### config.mk
export PLATFORM = sky130hd
export DESIGN_NAME = soft_error_monitor
export DESIGN_NICKNAME = d
export VERILOG_FILES = /design/src/rtl/soft_error_pkg.sv /design/src/rtl/parity_lane_check.sv /design/src/rtl/soft_error_monitor.sv
export SDC_FILE = /design/constraint.sdc
export NUM_CORES = 1
export LEC_CHECK = 0
export BUFFER_PORTS_ARGS = -buffer_cell sky130_fd_sc_hd__buf_2
export CAP_MARGIN = 20
export CORE_MARGIN = 3
export CORE_UTILIZATION = 50
export DETAILED_ROUTE_END_ITERATION = 10
export PLACE_DENSITY = 0.83
export SETUP_SLACK_MARGIN = 0.02
export SYNTH_ARGS = -nofsm -noshare
export SYNTH_HDL_FRONTEND = slang
export SYNTH_SLANG_ARGS = --single-unit
### constraint.sdc
create_clock -name clk -period 2.86 [get_ports clk]
set_clock_uncertainty 0.15 [all_clocks]
set_input_delay 0.429 -clock clk [delete_from_list [all_inputs] [get_ports clk]]
set_output_delay 0.429 -clock clk [all_outputs]
set_load 0.01 [all_outputs]
### src/rtl/soft_error_pkg.sv
// Shared definitions for the soft-error monitor: status FSM encoding and
// the parity-mode constants used by the per-lane checkers.
package soft_error_pkg;

   typedef enum logic [1:0] {
      ST_CLEAN   = 2'd0,
      ST_ERRORED = 2'd1,
      ST_ALARM   = 2'd2
   } state_e;

   localparam int PARITY_EVEN = 0;
   localparam int PARITY_ODD  = 1;

endpackage

### src/rtl/parity_lane_check.sv
// Single-lane parity compare: flags a mismatch between the recomputed parity
// of one data slice and the parity bit that travelled with it.
module parity_lane_check
   import soft_error_pkg::*;
#(
   parameter int W          = 8,
   parameter int ODD_PARITY = PARITY_EVEN
) (
   input  logic [W-1:0] slice_i,
   input  logic         parity_i,
   output logic         mismatch_o
);

   localparam logic ODD_BIT = (ODD_PARITY == PARITY_ODD);

   assign mismatch_o = (^slice_i) ^ ODD_BIT ^ parity_i;

endmodule

### src/rtl/soft_error_monitor.sv
// Parity-based soft-error monitor: one-cycle per-word lane check plus
// accumulated status (sticky lanes, saturating count, alarm FSM, first lane).
module soft_error_monitor
   import soft_error_pkg::*;
#(
   parameter int DATA_SIZE  = 32,
   parameter int LANES      = 4,
   parameter int ODD_PARITY = PARITY_EVEN,
   parameter int CNT_WIDTH  = 8,
   parameter int THRESHOLD  = 4,
   localparam int FL_W      = (LANES > 1) ? $clog2(LANES) : 1
) (
   input  logic                 clk,
   input  logic                 reset_n,
   input  logic                 in_valid,
   input  logic [DATA_SIZE-1:0] data,
   input  logic [LANES-1:0]     parity_bits,
   input  logic                 clear,
   output logic                 out_valid,
   output logic                 error_flag,
   output logic [LANES-1:0]     lane_error,
   output logic [LANES-1:0]     sticky_error,
   output logic [CNT_WIDTH-1:0] error_count,
   output logic                 alarm,
   output logic [FL_W-1:0]      first_lane,
   output logic                 first_valid
);

   localparam int                   W       = DATA_SIZE / LANES;
   localparam logic [CNT_WIDTH-1:0] CNT_MAX = '1;
   localparam logic [CNT_WIDTH-1:0] THRESH  = CNT_WIDTH'(THRESHOLD);

   logic [LANES-1:0]     lane_mm;
   logic [LANES-1:0]     lane_error_d, lane_error_q;
   logic [LANES-1:0]     sticky_d, sticky_q;
   logic [CNT_WIDTH-1:0] count_d, count_q;
   logic [FL_W-1:0]      first_lane_d, first_lane_q;
   logic                 first_valid_d, first_valid_q;
   logic                 out_valid_q;
   logic                 word_err;
   logic [FL_W-1:0]      lowest_lane;
   state_e               state_d, state_q;

   for (genvar i = 0; i < LANES; i++) begin : g_lane
      parity_lane_check #(
         .W          (W),
         .ODD_PARITY (ODD_PARITY)
      ) u_lane (
         .slice_i    (data[i*W +: W]),
         .parity_i   (parity_bits[i]),
         .mismatch_o (lane_mm[i])
      );
   end

   always_comb begin
      lane_error_d  = in_valid ? lane_mm : '0;
      word_err      = |lane_error_d;
      lowest_lane   = '0;
      sticky_d      = sticky_q;
      count_d       = count_q;
      first_lane_d  = first_lane_q;
      first_valid_d = first_valid_q;
      state_d       = state_q;

      // Scan high-to-low so the lowest erring lane is the one left standing.
      for (int i = LANES - 1; i >= 0; i--) begin
         if (lane_mm[i]) lowest_lane = FL_W'(i);
      end

      if (clear) begin
         sticky_d      = '0;
         count_d       = '0;
         first_lane_d  = '0;
         first_valid_d = 1'b0;
         state_d       = ST_CLEAN;
      end else if (word_err) begin
         sticky_d = sticky_q | lane_error_d;
         if (count_q != CNT_MAX) count_d = count_q + 1'b1;
         case (state_q)
            ST_CLEAN: begin
               first_lane_d  = lowest_lane;
               first_valid_d = 1'b1;
               state_d       = (count_d >= THRESH) ? ST_ALARM : ST_ERRORED;
            end
            ST_ERRORED: if (count_d >= THRESH) state_d = ST_ALARM;
            ST_ALARM:   state_d = ST_ALARM;
            default:    state_d = ST_CLEAN;
         endcase
      end
   end

   always_ff @(posedge clk or negedge reset_n) begin
      if (!reset_n) begin
         out_valid_q   <= 1'b0;
         lane_error_q  <= '0;
         sticky_q      <= '0;
         count_q       <= '0;
         first_lane_q  <= '0;
         first_valid_q <= 1'b0;
         state_q       <= ST_CLEAN;
      end else begin
         out_valid_q   <= in_valid;
         lane_error_q  <= lane_error_d;
         sticky_q      <= sticky_d;
         count_q       <= count_d;
         first_lane_q  <= first_lane_d;
         first_valid_q <= first_valid_d;
         state_q       <= state_d;
      end
   end

   assign out_valid    = out_valid_q;
   assign lane_error   = lane_error_q;
   assign error_flag   = |lane_error_q;
   assign sticky_error = sticky_q;
   assign error_count  = count_q;
   assign alarm        = (state_q == ST_ALARM);
   assign first_lane   = first_lane_q;
   assign first_valid  = first_valid_q;

endmodule

==> results_dict.tcl <==
set metrics [dict create \
    fin_ws_ps 684 \
    cts-root-buf "clkbuf_4" \
    power_frac_clock_pct 17.5 \
    ys_warn_count 0 \
    ios 62 \
    area_growth_pct 25.0 \
    status "completed" \
    p_switching_w 0.000348 \
    pwr_density_cell_nw_per_um2 530 \
    drv_cap 0 \
    clock_latency_ps 310 \
    wl_um 2990 \
    p_int_w 0.000639 \
    p_comb_share_pct 43.2 \
    min_path_type "primary input to flip-flop" \
    synth_area_um2 1490 \
    worstPathArrival_ps 2250 \
    die_x_um 60.6 \
    rr_worst_depth 7 \
    synthCells 148 \
    reg2reg_slack_ps 920 \
    drt_iter0_markers 67 \
    final_antenna_net_count 0 \
    finalCritPeriodShare_pct 76.1 \
    cts_tree "done" \
    place_ws_ps 378 \
    vias_per_cell 5.41 \
    cts-buffers-inserted 3 \
    totalNegativeSetupSlack_ps 0 \
    ys_seq_elements 22 \
    p_leak_nw 0.942 \
    vdd_drop_max_mv 0.288 \
    grt_pass1_vias 1173 \
    p_seq_share_pct 39.4 \
    cts.repair.resized 0 \
    io_buffer_count 61 \
    critPathCaptureType "flip-flop" \
    drc_errors 0 \
    grt-ovfl-total 0 \
    grt_max_degree 23 \
    cts_setup_buffers 0 \
    drive_gt1_share_pct 37.1 \
    ys_types 38 \
    worst_pin_slew_ps 465 \
    clock-sinks 22 \
    place_hpwl_um 2350 \
    wl_per_cell_um 12.4 \
    track_usage_pct 17.4 \
    critical_path_required_ps 2930 \
    slew_violations 0 \
    htreeDepth 1 \
    crit_end "error_count[7]" \
    crit_start "data[30]" \
    switching_share_pct 35.2 \
    initial_core_util_pct 53.1 \
    critPathLaunchType "primary input" \
    clkTransAtPathRegs_ps 120 \
    reg2reg_to "state_q[1]" \
    vias 1305 \
    die_area_um2 3670 \
    final_nets 256 \
    slew_headroom_pct 69.0 \
    syn_avg_cell_area_um2 10.1 \
    row_count 19 \
    worstSetupPathType "primary input to flip-flop" \
    cts.path.max_buffers 2 \
    syn_nets 193 \
    finalWeightedCongestion 0.803 \
    core_area_um2 2810 \
    timing.fmax_mhz 460 \
    setup_viol 0 \
    insertedDiodeCount 0 \
    synth-seq-area-share_pct 37.0 \
    fp.dieH_um 60.6 \
    first_pass_iters 4 \
    fin_crit_ps 2180 \
    grt_pass1_wl_um 4940 \
    rsz0062_at_grt "false" \
    rr_startpoint "error_count[0]" \
    antenna_found_initial 0 \
    hold_violations 0 \
    crit_fanout 22 \
]
==> cells in the final DEF, fill, tap and decap left out, drive strengths merged, types with 2 or more instances in the layout <==
master  instances
nand4           4
xor2           10
nor2           21
xnor3           4
buf            63
a211oi          3
clkbuf          4
inv             8
a21o            2
ha              5
nor3            3
a21bo           2
a21oi          10
nand2           7
and4            2
dfrtp          22
nand3           7
a41oi           2
and3            2
xnor2          16
==> metal layers <==
| layer | global-route usage, % | wire length, um |
|---|---|---|
| met1 | 21.9 | 1300 |
| met2 | 30.4 | 1410 |
| met3 | 2.98 | 236 |
| met4 | 5.57 | 42 |
| met5 | 0 | 0 |
==> synth_stat cells, drive strengths merged <==
master   number  share of area (%)
dfrtp        22                 37
nor2         21                5.3
xnor2        16                 11
a21oi        10                3.4
xor2         10                5.9
inv           8                2.0
nand2         7                1.8
nand3         7                2.4
ha            5                4.2
buf           4                1.7
nand4         4                1.7
xnor3         4                6.1
a211oi        3                1.8
nor3          3                1.3
a21bo         2                1.3
a21o          2                1.0
a41oi         2                2.2
and3          2               0.84
and4          2                1.2
clkbuf        2               0.50
a221oi        1                1.0
a311o         1               0.67
a311oi        1                1.0
a31o          1               0.59
a31oi         1               0.42
nand2b        1               0.42
nor4          1               0.42
o21a          1               0.50
o21ai         1               0.34
o2bb2ai       1               0.59
o31ai         1               0.50
or4           1               0.50
==> logic make-up (layout without fill, tap and decap cells) <==
kind of cell | after synthesis | count (layout) | share of synthesized area (%)
fa+ha+maj | 5 | 5 | 4.20
compound gates | 28 | 28 | 15.4
flops | 22 | 22 | 37.0
simple gates | 49 | 49 | 15.8
xor+xnor | 30 | 30 | 23.4
buf+inv | 14 | 76 | 4.20
==> how the worst min path moves through the flow <==
stage	startpoint	to	slack, ps	cells after the start
5_1_grt	in_valid	out_valid	110	1
3_3_place_gp	reset_n	sticky_error[0]	260	1
4_1_cts	in_valid	out_valid	120	1
6_report	in_valid	out_valid	120	1
3_5_place_dp	reset_n	sticky_error[3]	270	1
2_1_floorplan	reset_n	error_count[0]	-20	0
==> stage by stage <==
stage,power [W],cell area (um2),hold WS (ps),util (%),cells
finish,0.000987,1860,124,66.4,241
floorplan,0.000687,1490,-16.6,-,148
detailed placement,0.000823,1820,269,64.7,236
global placement,0.000815,1820,262,64.7,236
CTS,0.000993,1860,123,66.4,241
global route,0.00105,1860,115,66.4,241
==> power groups by stage <==
stage                     sequential, W  combinational [W]  clock [W]
after global routing           0.000397           0.000469   0.000188
final                          0.000388           0.000426   0.000172
after detailed placement       0.000394           0.000429          0
after floorplan                0.000411           0.000276          0
after global placement         0.000394           0.000421          0
after CTS                      0.000389           0.000430   0.000173
==> worst max-delay path: stages <==
cell	delay, ps
buf_2	100
xnor2_1	200
xnor3_2	380
xnor2_2	190
a41oi_2	210
buf_4	280
nand4_1	150
a221oi_2	290
==> cell type report <==
| cell class | count | area, um2 |
|---|---|---|
| flip-flops and latches | 22 | 551 |
| repair buffers | 64 | 330 |
| inverters | 8 | 30.0 |
| fillers | 249 | 943 |
| multi-input cells | 112 | 876 |
| clock buffers | 4 | 36.3 |
| well taps | 31 | 38.8 |
==> registers in the layout, indices dropped and copies added, names as in the netlist <==
| name | count |
|---|---|
| out_valid | 1 |
| first_lane | 2 |
| lane_error | 4 |
| first_valid | 1 |
| state_q | 2 |
| error_count | 8 |
| sticky_error | 4 |
==> repair_timing <==
item,CTS,global route
hold endpoints to repair,22,0
endpoints found under the setup margin,0,0
hold buffers,1,0
Power figures use the tool's default switching activity.
